--- config.mk ---
export PLATFORM = sky130hd
export DESIGN_NAME = ps2_key_event_ctrl
export DESIGN_NICKNAME = d
export VERILOG_FILES = /design/src/rtl/kbd_pkg.sv /design/src/rtl/key_event_fifo.sv /design/src/rtl/ps2_key_event_ctrl.sv
export SDC_FILE = /design/constraint.sdc
export NUM_CORES = 1
export LEC_CHECK = 0
export ABC_AREA = 1
export CORE_MARGIN = 3
export CORE_UTILIZATION = 40
export CTS_CLUSTER_SIZE = 12
export DETAILED_ROUTE_END_ITERATION = 10
export GPL_ROUTABILITY_DRIVEN = 1
export REMOVE_ABC_BUFFERS = 1
export SYNTH_ARGS = -nofsm -noshare
export SYNTH_HDL_FRONTEND = slang
export SYNTH_SLANG_ARGS = --single-unit
--- constraint.sdc ---
create_clock -name clk -period 2.44 [get_ports clk]
set_input_delay 0.61 -clock clk [delete_from_list [all_inputs] [get_ports clk]]
set_output_delay 0.61 -clock clk [all_outputs]
set_load 0.05 [all_outputs]
--- src/rtl/kbd_pkg.sv ---
// Shared definitions for the PS/2 key event controller: prefix bytes,
// parse-state encoding and the packed event record stored in the FIFO.
package kbd_pkg;

    localparam logic [7:0] PS2_EXT = 8'hE0;
    localparam logic [7:0] PS2_BRK = 8'hF0;

    typedef enum logic [1:0] {
        ST_IDLE,
        ST_EXT,
        ST_BRK,
        ST_EXT_BRK
    } parse_state_t;

    typedef struct packed {
        logic       ext;
        logic       press;
        logic [7:0] code;
    } key_event_t;

    localparam int EVENT_W = $bits(key_event_t);

endpackage

--- src/rtl/key_event_fifo.sv ---
// Synchronous ready/valid FIFO. Pointers carry an extra wrap bit so that
// full and valid can be registered from the next-pointer values. A push is
// accepted while full if the head is popped in the same cycle.
module key_event_fifo #(
    parameter int WIDTH = 10,
    parameter int DEPTH = 8
) (
    input  logic             clk,
    input  logic             rst,
    input  logic             in_valid,
    output logic             in_ready,
    input  logic [WIDTH-1:0] in_data,
    output logic             out_valid,
    input  logic             out_ready,
    output logic [WIDTH-1:0] out_data,
    output logic             full
);

    localparam int AW = $clog2(DEPTH);

    logic [AW:0]      wr_ptr, rd_ptr;
    logic [AW:0]      wr_ptr_n, rd_ptr_n;
    logic [WIDTH-1:0] mem [DEPTH];
    logic             do_wr, do_rd;

    assign in_ready = ~full | out_ready;
    assign do_wr    = in_valid & in_ready;
    assign do_rd    = out_valid & out_ready;
    assign wr_ptr_n = wr_ptr + (AW+1)'(do_wr);
    assign rd_ptr_n = rd_ptr + (AW+1)'(do_rd);

    // Head data is forced to zero while empty so the outputs read 0 out of reset.
    assign out_data = out_valid ? mem[rd_ptr[AW-1:0]] : '0;

    // Pointer advance and registered full/valid flags.
    always_ff @(posedge clk or posedge rst) begin
        if (rst) begin
            wr_ptr    <= '0;
            rd_ptr    <= '0;
            full      <= 1'b0;
            out_valid <= 1'b0;
        end else begin
            wr_ptr    <= wr_ptr_n;
            rd_ptr    <= rd_ptr_n;
            full      <= (wr_ptr_n[AW] != rd_ptr_n[AW]) &&
                         (wr_ptr_n[AW-1:0] == rd_ptr_n[AW-1:0]);
            out_valid <= (wr_ptr_n != rd_ptr_n);
        end
    end

    // Storage array write; contents need no reset since valid gates the output.
    always_ff @(posedge clk) begin
        if (do_wr) begin
            mem[wr_ptr[AW-1:0]] <= in_data;
        end
    end

endmodule

--- src/rtl/ps2_key_event_ctrl.sv ---
// PS/2 key event controller: drains scan-code bytes from the receiver,
// decodes E0/F0 prefixes into one event per key transition, filters
// typematic repeats of the held key and queues events for a consumer.
//
// state      | meaning
// ST_IDLE    | no prefix pending
// ST_EXT     | E0 seen, waiting for code or F0
// ST_BRK     | F0 seen, waiting for break code
// ST_EXT_BRK | E0 F0 seen, waiting for extended break code
module ps2_key_event_ctrl
    import kbd_pkg::*;
#(
    parameter int FIFO_DEPTH    = 8,
    parameter int COUNT_W       = 8,
    parameter int FILTER_REPEAT = 1
) (
    input  logic               clk,
    input  logic               rst,
    input  logic [7:0]         ps2_data,
    input  logic               ps2_ready,
    input  logic               ps2_overflow,
    output logic               ps2_nextdata_n,
    input  logic               err_clr,
    output logic               ev_valid,
    input  logic               ev_ready,
    output logic [7:0]         ev_code,
    output logic               ev_ext,
    output logic               ev_press,
    output logic               key_down,
    output logic [COUNT_W-1:0] press_count,
    output logic               fifo_full,
    output logic               err_sticky
);

    parse_state_t state_q, state_n;
    logic [7:0]   byte_q;
    logic         byte_vld;
    logic         emit, emit_ext, emit_press, parse_err;
    logic [7:0]   held_code;
    logic         held_ext, held_valid, held_match;
    logic         suppress, push, push_ok, drop, fifo_in_ready;
    key_event_t   push_ev, head_ev;

    // The acknowledge pulse doubles as the "byte waiting to be parsed" flag.
    assign byte_vld = ~ps2_nextdata_n;

    // Byte intake: latch one byte and pulse the acknowledge low for one cycle.
    always_ff @(posedge clk or posedge rst) begin
        if (rst) begin
            ps2_nextdata_n <= 1'b1;
            byte_q         <= 8'h00;
        end else if (ps2_nextdata_n && ps2_ready) begin
            ps2_nextdata_n <= 1'b0;
            byte_q         <= ps2_data;
        end else begin
            ps2_nextdata_n <= 1'b1;
        end
    end

    // Parse state register.
    always_ff @(posedge clk or posedge rst) begin
        if (rst) begin
            state_q <= ST_IDLE;
        end else begin
            state_q <= state_n;
        end
    end

    // Prefix decoding; a stray prefix after F0 is flagged and reparsed from idle.
    always_comb begin
        state_n    = state_q;
        emit       = 1'b0;
        emit_ext   = 1'b0;
        emit_press = 1'b1;
        parse_err  = 1'b0;
        if (ps2_overflow) begin
            state_n = ST_IDLE;
        end else if (byte_vld && byte_q != 8'h00) begin
            case (state_q)
                ST_IDLE: begin
                    if (byte_q == PS2_EXT)      state_n = ST_EXT;
                    else if (byte_q == PS2_BRK) state_n = ST_BRK;
                    else                        emit = 1'b1;
                end
                ST_EXT: begin
                    if (byte_q == PS2_BRK) begin
                        state_n = ST_EXT_BRK;
                    end else if (byte_q == PS2_EXT) begin
                        parse_err = 1'b1;
                    end else begin
                        emit     = 1'b1;
                        emit_ext = 1'b1;
                        state_n  = ST_IDLE;
                    end
                end
                ST_BRK, ST_EXT_BRK: begin
                    if (byte_q == PS2_EXT || byte_q == PS2_BRK) begin
                        parse_err = 1'b1;
                        state_n   = (byte_q == PS2_EXT) ? ST_EXT : ST_BRK;
                    end else begin
                        emit       = 1'b1;
                        emit_ext   = (state_q == ST_EXT_BRK);
                        emit_press = 1'b0;
                        state_n    = ST_IDLE;
                    end
                end
                default: state_n = ST_IDLE;
            endcase
        end
    end

    assign held_match = held_valid && (held_code == byte_q) && (held_ext == emit_ext);
    assign suppress   = (FILTER_REPEAT != 0) && emit && emit_press && held_match;
    assign push       = emit && !suppress;
    assign push_ok    = push && fifo_in_ready;
    assign drop       = push && !fifo_in_ready;
    assign push_ev    = {emit_ext, emit_press, byte_q};

    // Held-key tracker; dropped events still update it so key_down follows the keyboard.
    always_ff @(posedge clk or posedge rst) begin
        if (rst) begin
            held_code  <= 8'h00;
            held_ext   <= 1'b0;
            held_valid <= 1'b0;
        end else if (push) begin
            if (emit_press) begin
                held_code  <= byte_q;
                held_ext   <= emit_ext;
                held_valid <= 1'b1;
            end else if (held_match) begin
                held_valid <= 1'b0;
            end
        end
    end

    // Count makes that actually reach the FIFO.
    always_ff @(posedge clk or posedge rst) begin
        if (rst) begin
            press_count <= '0;
        end else if (push_ok && emit_press) begin
            press_count <= press_count + COUNT_W'(1);
        end
    end

    // Sticky error: a new error in the same cycle as a clear keeps the flag set.
    always_ff @(posedge clk or posedge rst) begin
        if (rst) begin
            err_sticky <= 1'b0;
        end else if (parse_err || ps2_overflow || drop) begin
            err_sticky <= 1'b1;
        end else if (err_clr) begin
            err_sticky <= 1'b0;
        end
    end

    key_event_fifo #(
        .WIDTH (EVENT_W),
        .DEPTH (FIFO_DEPTH)
    ) u_fifo (
        .clk       (clk),
        .rst       (rst),
        .in_valid  (push),
        .in_ready  (fifo_in_ready),
        .in_data   (push_ev),
        .out_valid (ev_valid),
        .out_ready (ev_ready),
        .out_data  (head_ev),
        .full      (fifo_full)
    );

    assign ev_code  = head_ev.code;
    assign ev_ext   = head_ev.ext;
    assign ev_press = head_ev.press;
    assign key_down = held_valid;

endmodule

# Word-level counts from Yosys, hierarchy flattened
# Memories as Yosys holds them, arrays and structs flattened.
# Cells that the tools add are included.
# classes
n_addsub	3
multipliers	0
div_mod_pow	0
order_cmp	0
n_eq_ne	12
shift	0
n_mux	38
n_bitwise	5
reduce_logical	25
# op_table
op	count
two-way mux 1 bit	25
equality test 8 bit, second input constant	2
two-way mux 2 bit	8
logical AND 1 bit	11
two-way mux 10 bit	1
adder 4 x 1 -> 4 bit	2
adder 8 x 1 -> 8 bit, second input constant	1
equality test 8 bit	1
!= test 4 bit, second input constant	2
nonzero test 8 bit	1
one-hot mux 2 bit (3 select lines)	1
nonzero test 2 bit	3
equality test 2 bit, second input constant	2
!= test 4 bit	1
one-hot mux 1 bit (2 select lines)	2
AND reduction 2 bit	2
equality test 3 bit	1
logical OR 1 bit	3
one-hot mux 1 bit (3 select lines)	1
AND reduction 3 bit	1
bitwise AND 1 bit	2
equality test 2 x 1 -> 1 bit, second input constant	1
logical NOT 1 bit	2
logical NOT 2 bit	1
5 further kinds	6
# totals
reg_bits	40
latchBits	0
mem_bits_rw	80
mem_bits_ro	0
input_bits	14
out_inout_bits	23
word_cells	96
memories	1
# mem_list
name	depth	word_bits	read_ports	rd_clocked_by_memory_dff	write_ports	line_no	text
u_fifo.mem	8	10	1	0	1	key_event_fifo.sv:23	logic [WIDTH-1:0] mem [DEPTH];

# Longest topological paths before layout
# Gate-level depths: netlist of run 1.
# logic_depth
word_depth	15
ltp_mapped	20
mapped_depth_nobuf	20

# Modules after synthesis
# From an unflattened synthesis of run 1, not the netlist that was laid out.
# hier_totals
hier_cells	631
hier_area_um2	5679.2
# modules_own_cells
module	n_inst	cells_each	area_per_inst_um2	seq_area_each_um2
key_event_fifo	1	438	4132.7	2652.5
ps2_key_event_ctrl	1	193	1546.5	752.0

# Worst setup path after synthesis of run 1
# Ideal clock, no wire load.
# synth_path
path_type	flip-flop to flip-flop
start	register held_valid, in the netlist key_down
end	register u_fifo.out_valid
setup_ns	0.125
t_arrival_ns	2.475
required_time_ns	2.315
path_slack_ns	-0.160
path_stages_with_launch	19
path_buffers	0
synth_period_minus_slack_ns	2.600
cell_sequence	dfrtp_1 -> inv_1 -> nor2_1 -> nand2_1 -> nor2_1 -> nand3_1 -> nor2_1 -> nand3_2 -> nand2_1 -> nand2_1 -> nand2_2 -> inv_1 -> ha_1 -> ha_1 -> xor2_1 -> nor3b_1 -> inv_1 -> nor2_1 -> nand2_1
# synth_via
elab_chain_len	8
# synth_lines
element	line_no	text
start: declaration	ps2_key_event_ctrl.sv:40	logic held_ext, held_valid, held_match;
start signal: assignment	ps2_key_event_ctrl.sv:124	held_valid <= 1'b0;
start signal: assignment	ps2_key_event_ctrl.sv:129	held_valid <= 1'b1;
start signal: assignment	ps2_key_event_ctrl.sv:131	held_valid <= 1'b0;
logical AND 1 bit (2 in a row)	ps2_key_event_ctrl.sv:112	assign held_match = held_valid && (held_code == byte_q) && (held_ext == emit_ext);
logical AND 1 bit	ps2_key_event_ctrl.sv:113	assign suppress = (FILTER_REPEAT != 0) && emit && emit_press && held_match;
logical NOT 1 bit	ps2_key_event_ctrl.sv:114	assign push = emit && !suppress;
logical AND 1 bit	ps2_key_event_ctrl.sv:114	
bitwise AND 1 bit	key_event_fifo.sv:27	assign do_wr = in_valid & in_ready;
adder 4 x 1 -> 4 bit	key_event_fifo.sv:29	assign wr_ptr_n = wr_ptr + (AW+1)'(do_wr);
named net u_fifo.wr_ptr_n[1]	key_event_fifo.sv:22	logic [AW:0] wr_ptr_n, rd_ptr_n;
!= test 4 bit	key_event_fifo.sv:47	out_valid <= (wr_ptr_n != rd_ptr_n);
end signal: assignment	key_event_fifo.sv:47	
end: declaration	key_event_fifo.sv:13	output logic out_valid,
# The timed path passes the listed nets, and every way through them passes these cells.
# A chain may end at the register's enable or synchronous reset.

# Worst setup path in the final report of run 1
# layout_path
start	register u_fifo.rd_ptr[0]
end	output ev_code[3]
# layout_via
elab_chain_len	2
# layout_lines
element	line_no	text
start: declaration	key_event_fifo.sv:21	logic [AW:0] wr_ptr, rd_ptr;
start signal: assignment	key_event_fifo.sv:44	rd_ptr <= rd_ptr_n;
memory read (8 x 10 bit)	-	
two-way mux 10 bit	key_event_fifo.sv:33	assign out_data = out_valid ? mem[rd_ptr[AW-1:0]] : '0;
end: declaration	ps2_key_event_ctrl.sv:26	output logic [7:0] ev_code,
# Every way passes these cells.

==> results_dict.tcl, run 1 <==
set metrics [dict create \
    outcome "finished, violations left" \
    violations "setup timing" \
    netlist_area_um2 5220 \
    finClkSkew_ns 0.00905 \
    viasPerCell 4.87 \
    grt_pass1_wl_um 20300 \
    synth-seq-cells 120 \
    criticalPathCategory "flip-flop to output pin" \
    final_area_um2 7040 \
    fin_crit_sh_pct 101 \
    rows 41 \
    mostFrequentLayoutCells "81 x nor2_1, 80 x edfxtp_1, 76 x buf_4" \
    hp-start "u_fifo.wr_ptr[3]" \
    switching_power_w 0.00307 \
    clkLatencyLatePin_ns 0.41 \
    maxCapViolCount 0 \
    grt_pass1_vias 4027 \
    power_leakage_nw 2.85 \
    maxSlewViolCount 0 \
    grt-ovfl-total 0 \
    cts_tree "done" \
    hold_viol_final 0 \
    cts_buffers 17 \
    syn_area_per_cell_um2 10.4 \
    arrival_ns 1.85 \
    synth_cells 501 \
    p_clk_share_pct 26.3 \
    clock-sinks 120 \
    dp_hpwl_um 7700 \
    hold_class "flip-flop to flip-flop" \
    pwr_density_cell_nw_per_um2 1160 \
    fmax_mhz 407 \
    path_max_fanout 5 \
    place_congestion 0.772 \
    fillCellCount 1115 \
    synth_cell_type_count 29 \
    cts_root_buffer "clkbuf_16" \
    maxSlewHeadroom_pct 57.1 \
    layout.nets 637 \
    route.detailed.drc 0 \
    power_frac_comb_pct 40.5 \
    cts_max_path_buffers 2 \
    clk_transition_reported_paths_ns 0.05 \
    rsz0062_at_grt "yes" \
    synth-seq-area-share_pct 65.3 \
    drt_iter0_markers 256 \
    place_area_um2 6130 \
    r2r-end "u_fifo.out_valid" \
    wirelength_um 12500 \
    min_to "u_fifo.wr_ptr[3]" \
    finalCriticalPeriod_ns 2.46 \
    regToRegSetupSlack_ns -0.01 \
    die_area_um2 14400 \
    whs_path_depth 1 \
    drive_above_1_share_pct 27.1 \
    worst_setup_path_start_kind "flip-flop" \
    design.core.area_um2 12700 \
    diodes 0 \
    vias 3907 \
    wire_per_inst_um 15.6 \
    switching_share_pct 37.6 \
    io_buffers 36 \
    r2r_start "byte_q[4]" \
    antenna_found_initial 0 \
    drtPass1Iterations 4 \
    ir_drop_uv 607 \
    grtUsageTotal_pct 18.3 \
    io_pins 37 \
    final_common_cell "nor2_1" \
    crit_path_end_kind "output pin" \
    tightest_slew_ns 0.642 \
    cp.required_ns 1.83 \
    antenna_left 0 \
    start_util_pct 41.2 \
    setup_viol 2 \
    syn2layout_area_growth_pct 35.0 \
    dieWidth_um 120 \
    worst_hold_slack_ns 0.489 \
    p_int_w 0.00508 \
    worstRegToRegCells 17 \
    setup_slack_ns -0.0174 \
    ys_warn_count 0 \
    htree_num_levels 4 \
    seqPwrFrac_pct 33.2 \
    grt_max_degree 41 \
    die_h_um 120 \
]
==> flip-flops by register name (all words and copies together) (netlist names), 2 cells and up <==
signal / count
byte_q: 8
held_code: 8
press_count: 8
state_q: 2
u_fifo.mem: 80
u_fifo.rd_ptr: 4
u_fifo.wr_ptr: 4
==> cell usage after synthesis <==
cell type,n,area share (%)
a21oi_1,9,0.86
a31oi_1,11,1.3
buf_1,2,0.14
buf_6,1,0.22
clkbuf_1,14,1.0
clkbuf_2,1,0.096
dfrtp_1,39,19
dfstp_2,1,0.50
edfxtp_1,80,46
ha_1,5,1.2
inv_1,39,2.8
inv_2,3,0.22
nand2_1,78,5.6
nand2_2,4,0.48
nand3_1,13,1.2
nand3_2,4,0.77
nand4_1,3,0.36
nand4_2,1,0.24
nor2_1,95,6.8
nor2_2,2,0.24
nor2_4,1,0.22
nor2_8,1,0.38
nor3_1,2,0.19
nor3b_1,1,0.14
o211ai_1,2,0.29
o21ai_0,64,6.1
o22ai_1,10,1.2
xnor2_1,7,1.2
xor2_1,8,1.3
==> power by group through the flow <==
stage	Clock, W	Sequential [W]	Combinational (W)
after floorplan	0	0.00287	0.00168
after global placement	0	0.00269	0.00287
after detailed placement	0	0.00270	0.00291
after CTS	0.00218	0.00268	0.00308
after global routing	0.00228	0.00274	0.00359
final	0.00214	0.00270	0.00330
==> area by class of cell <==
type                       count  area [um2]  share of cell area [%]
clock buffer                  26         479                    6.81
tap                          172         215                    3.06
inverter                      42         166                    2.36
sequential                   120        3420                    48.5
timing repair buffer         116        1050                    14.9
clock inverter                 5        25.0                   0.355
multi-input combinational    321        1690                    24.0
==> critical path, cell delays in order (launching register included) <==
cell,delay (ns)
dfrtp_2,0.45
inv_4,0.12
clkbuf_16,0.16
nor2_2,0.03
o22ai_1,0.15
o21ai_1,0.10
a31oi_1,0.19
buf_4,0.23
==> worst max-delay path by stage <==
stage,start,endpoint,slack [ns],cells after the start
after floorplan,u_fifo.rd_ptr[0],ev_code[0],-0.67,5
after global placement,ps2_overflow,u_fifo.out_valid,-0.48,16
after detailed placement,ps2_overflow,u_fifo.full,-0.56,16
after CTS,u_fifo.rd_ptr[0],ev_code[3],-0.04,6
after global routing,byte_q[4],u_fifo.out_valid,-0.15,17
final,u_fifo.rd_ptr[0],ev_code[3],-0.02,7
==> repair_timing <==
| item | CTS | global route |
|---|---|---|
| setup buffers | 19 | 5 |
| cloned | 1 | 2 |
| pin swaps | 7 | 17 |
| setup endpoints to repair | 12 | 23 |
| hold buffers | 0 | 0 |
| resized for setup | 23 | 51 |
==> per-layer routing <==
layer  track usage, %  part of all wire, %  vias to the layer above
met2             30.3                   50                       72
met5                0                    0                        -
met3             4.72                  3.6                       15
met1             23.9                   45                     1886
li1                 -                    -                     1934
met4             5.80                  1.2                        0
==> per-stage QoR <==
stage	setup WS (ns)	power [W]	util [%]	std cells	setup TNS (ns)
after floorplan	-0.674	0.00454	-	483	-7.06
after global placement	-0.481	0.00556	48.4	746	-10.74
after detailed placement	-0.557	0.00561	48.4	746	-16.24
after CTS	-0.0376	0.00795	54.2	797	-0.222
after global routing	-0.150	0.00861	55.6	802	-2.12
final	-0.0174	0.00814	55.6	802	-0.0235
==> cell families (layout without fill, tap and decap cells) <==
family	count (synthesis)	in the layout	share of synthesized area, %
XOR/XNOR	15	15	2.52
AND/OR/NAND/NOR	205	205	16.7
buffers and inverters	60	189	4.49
flip-flops	120	120	65.3
adder cells (fa/ha/maj)	5	5	1.20
AO/OA/AOI/OAI	96	96	9.81
(Power assumes the default switching activity.)
==> run 2: changes to the inputs <==
--- a/config.mk
+++ b/config.mk
@@ -8,9 +8,11 @@
 export ABC_AREA = 1
 export CORE_MARGIN = 3
 export CORE_UTILIZATION = 40
+export CTS_CLUSTER_DIAMETER = 50
 export CTS_CLUSTER_SIZE = 12
 export DETAILED_ROUTE_END_ITERATION = 10
 export GPL_ROUTABILITY_DRIVEN = 1
+export RECOVER_POWER = 50
 export REMOVE_ABC_BUFFERS = 1
 export SYNTH_ARGS = -nofsm -noshare
 export SYNTH_HDL_FRONTEND = slang
==> run 2 against run 1 <==
The flow still finishes with violations (setup timing). Setup slack gained 0.0032 ns. Register-to-register slack barely moved. Global-route usage unchanged. Critical path type unchanged. Highest routed layer unchanged.
==> results_dict.tcl, run 2 (synthesis results as in run 1) <==
set metrics [dict create \
    wire_per_inst_um 15.6 \
    io_pins 37 \
    maxCapViolCount 0 \
    diodes 0 \
    clk_transition_reported_paths_ns 0.05 \
    holdBufCountCts 0 \
    die_h_um 120 \
    die_area_um2 14400 \
    antenna_left 0 \
    arrival_ns 1.84 \
    grtUsageTotal_pct 18.3 \
    cts_root_buffer "clkbuf_16" \
    grt_pass1_wl_um 20300 \
    pwr_density_cell_nw_per_um2 1160 \
    rsz0062_at_grt "yes" \
    clock-sinks 120 \
    worstRegToRegCells 17 \
    grt-ovfl-total 0 \
    worst_setup_path_start_kind "flip-flop" \
    ir_drop_uv 607 \
    fin_crit_sh_pct 101 \
    setup_slack_ns -0.0142 \
    antenna_found_initial 0 \
    power_leakage_nw 2.84 \
    cp.required_ns 1.83 \
    hold_viol_final 0 \
    drive_above_1_share_pct 26.7 \
    largest_reg_flops 80 \
    rows 41 \
    crit_end "ev_code[3]" \
    maxSlewViolCount 0 \
    cts_buffers 17 \
    place_congestion 0.772 \
    drt_iter0_markers 255 \
    clkLatencyLatePin_ns 0.41 \
    place_area_um2 6130 \
    route.detailed.drc 0 \
    layout.nets 637 \
    start_util_pct 41.2 \
    crit_start "u_fifo.rd_ptr[0]" \
    vias 3915 \
    wirelength_um 12500 \
    drtPass1Iterations 5 \
    regToRegSetupSlack_ns -0.01 \
    final_area_um2 7030 \
    io_buffers 36 \
    outcome "finished, violations left" \
    cts_max_path_buffers 2 \
    cts_tree "done" \
    mostFrequentLayoutCells "81 x nor2_1, 80 x edfxtp_1, 75 x nand2_1" \
    r2r_start "byte_q[4]" \
    violations "setup timing" \
    dp_slack_ns -0.557 \
    fin_tns_setup_ns -0.0198 \
    grt_pass1_vias 4027 \
    path_max_fanout 5 \
    criticalPathCategory "flip-flop to output pin" \
    design.core.area_um2 12700 \
    maxSlewHeadroom_pct 57.1 \
    fin_cells 802 \
    final_common_cell "nor2_1" \
    fmax_mhz 407 \
    grt_max_degree 41 \
    dp_hpwl_um 7700 \
    tightest_slew_ns 0.642 \
    r2r-end "u_fifo.out_valid" \
    finalCriticalPeriod_ns 2.45 \
    viasPerCell 4.88 \
    crit_path_end_kind "output pin" \
    dieWidth_um 120 \
    syn2layout_area_growth_pct 34.8 \
    htree_num_levels 4 \
    hold_class "flip-flop to flip-flop" \
    placedCellCount 746 \
    finClkSkew_ns 0.00950 \
    setup_viol 2 \
]
==> run 2: changes by cell type in the layout (fill, tap and decap cells not counted), sizes merged <==
cell	previous run	this run
buf	88	85
clkbuf	27	30
==> run 2: report_power, final <==
group	internal, W	switching [W]	total [W]
registers	0.00247	0.000230	0.00270
logic	0.00127	0.00203	0.00329
clock network	0.00133	0.000809	0.00214
total	0.00507	0.00307	0.00814
==> run 2: area by class of cell <==
type	count	area, um2
fillers	1119	5640
repair buffers	116	1040
clock inverters	5	25.0
well taps	172	215
multi-input cells	321	1690
inverters	42	166
clock buffers	26	479
flip-flops and latches	120	3420
==> run 2: how the worst min path moves through the flow <==
stage,start,end,cells after the start
3_3_place_gp,u_fifo.wr_ptr[3],u_fifo.wr_ptr[3],1
3_5_place_dp,u_fifo.wr_ptr[3],u_fifo.wr_ptr[3],1
6_report,u_fifo.wr_ptr[3],u_fifo.wr_ptr[3],1
4_1_cts,u_fifo.wr_ptr[3],u_fifo.wr_ptr[3],1
2_1_floorplan,u_fifo.rd_ptr[3],u_fifo.rd_ptr[3],1
5_1_grt,u_fifo.rd_ptr[3],u_fifo.rd_ptr[3],1
==> run 2: timing repair <==
action / in CTS / in global routing
pin swaps: 7 / 17
cloned: 1 / 2
resized for setup: 23 / 51
endpoints found under the setup margin: 12 / 23
buffers inserted: 19 / 5
==> run 2: per-stage QoR <==
stage	util (%)	hold slack (ns)	total power, W
2_1_floorplan	-	0.462	0.00454
3_3_place_gp	48.4	0.480	0.00556
3_5_place_dp	48.4	0.484	0.00561
4_1_cts	54.2	0.491	0.00795
5_1_grt	55.5	0.513	0.00860
6_report	55.5	0.489	0.00814
==> run 2: worst max-delay path: stages (launching register included) <==
cell and delay (ns):
dfrtp_2 0.45, inv_4 0.12, clkbuf_16 0.16, nor2_2 0.03
o22ai_1 0.15, o21ai_1 0.10, a31oi_1 0.19, buf_4 0.23
==> run 2: layer usage <==
metal | GRT usage (%) | wire [um] | up-vias
met4 | 5.80 | 154 | 0
met1 | 23.9 | 5630 | 1891
li1 | - | - | 1935
met3 | 4.72 | 475 | 15
met2 | 30.3 | 6260 | 74
met5 | 0 | 0 | -
==> run 3: changes to the inputs <==
--- a/config.mk
+++ b/config.mk
@@ -6,6 +6,7 @@
 export NUM_CORES = 1
 export LEC_CHECK = 0
 export ABC_AREA = 1
+export ABC_CLOCK_PERIOD_IN_PS = 2440
 export CORE_MARGIN = 3
 export CORE_UTILIZATION = 40
 export CTS_CLUSTER_DIAMETER = 50
==> results of run 3 <==
The final DEF is identical to that of run 2; final timing and power are the same.
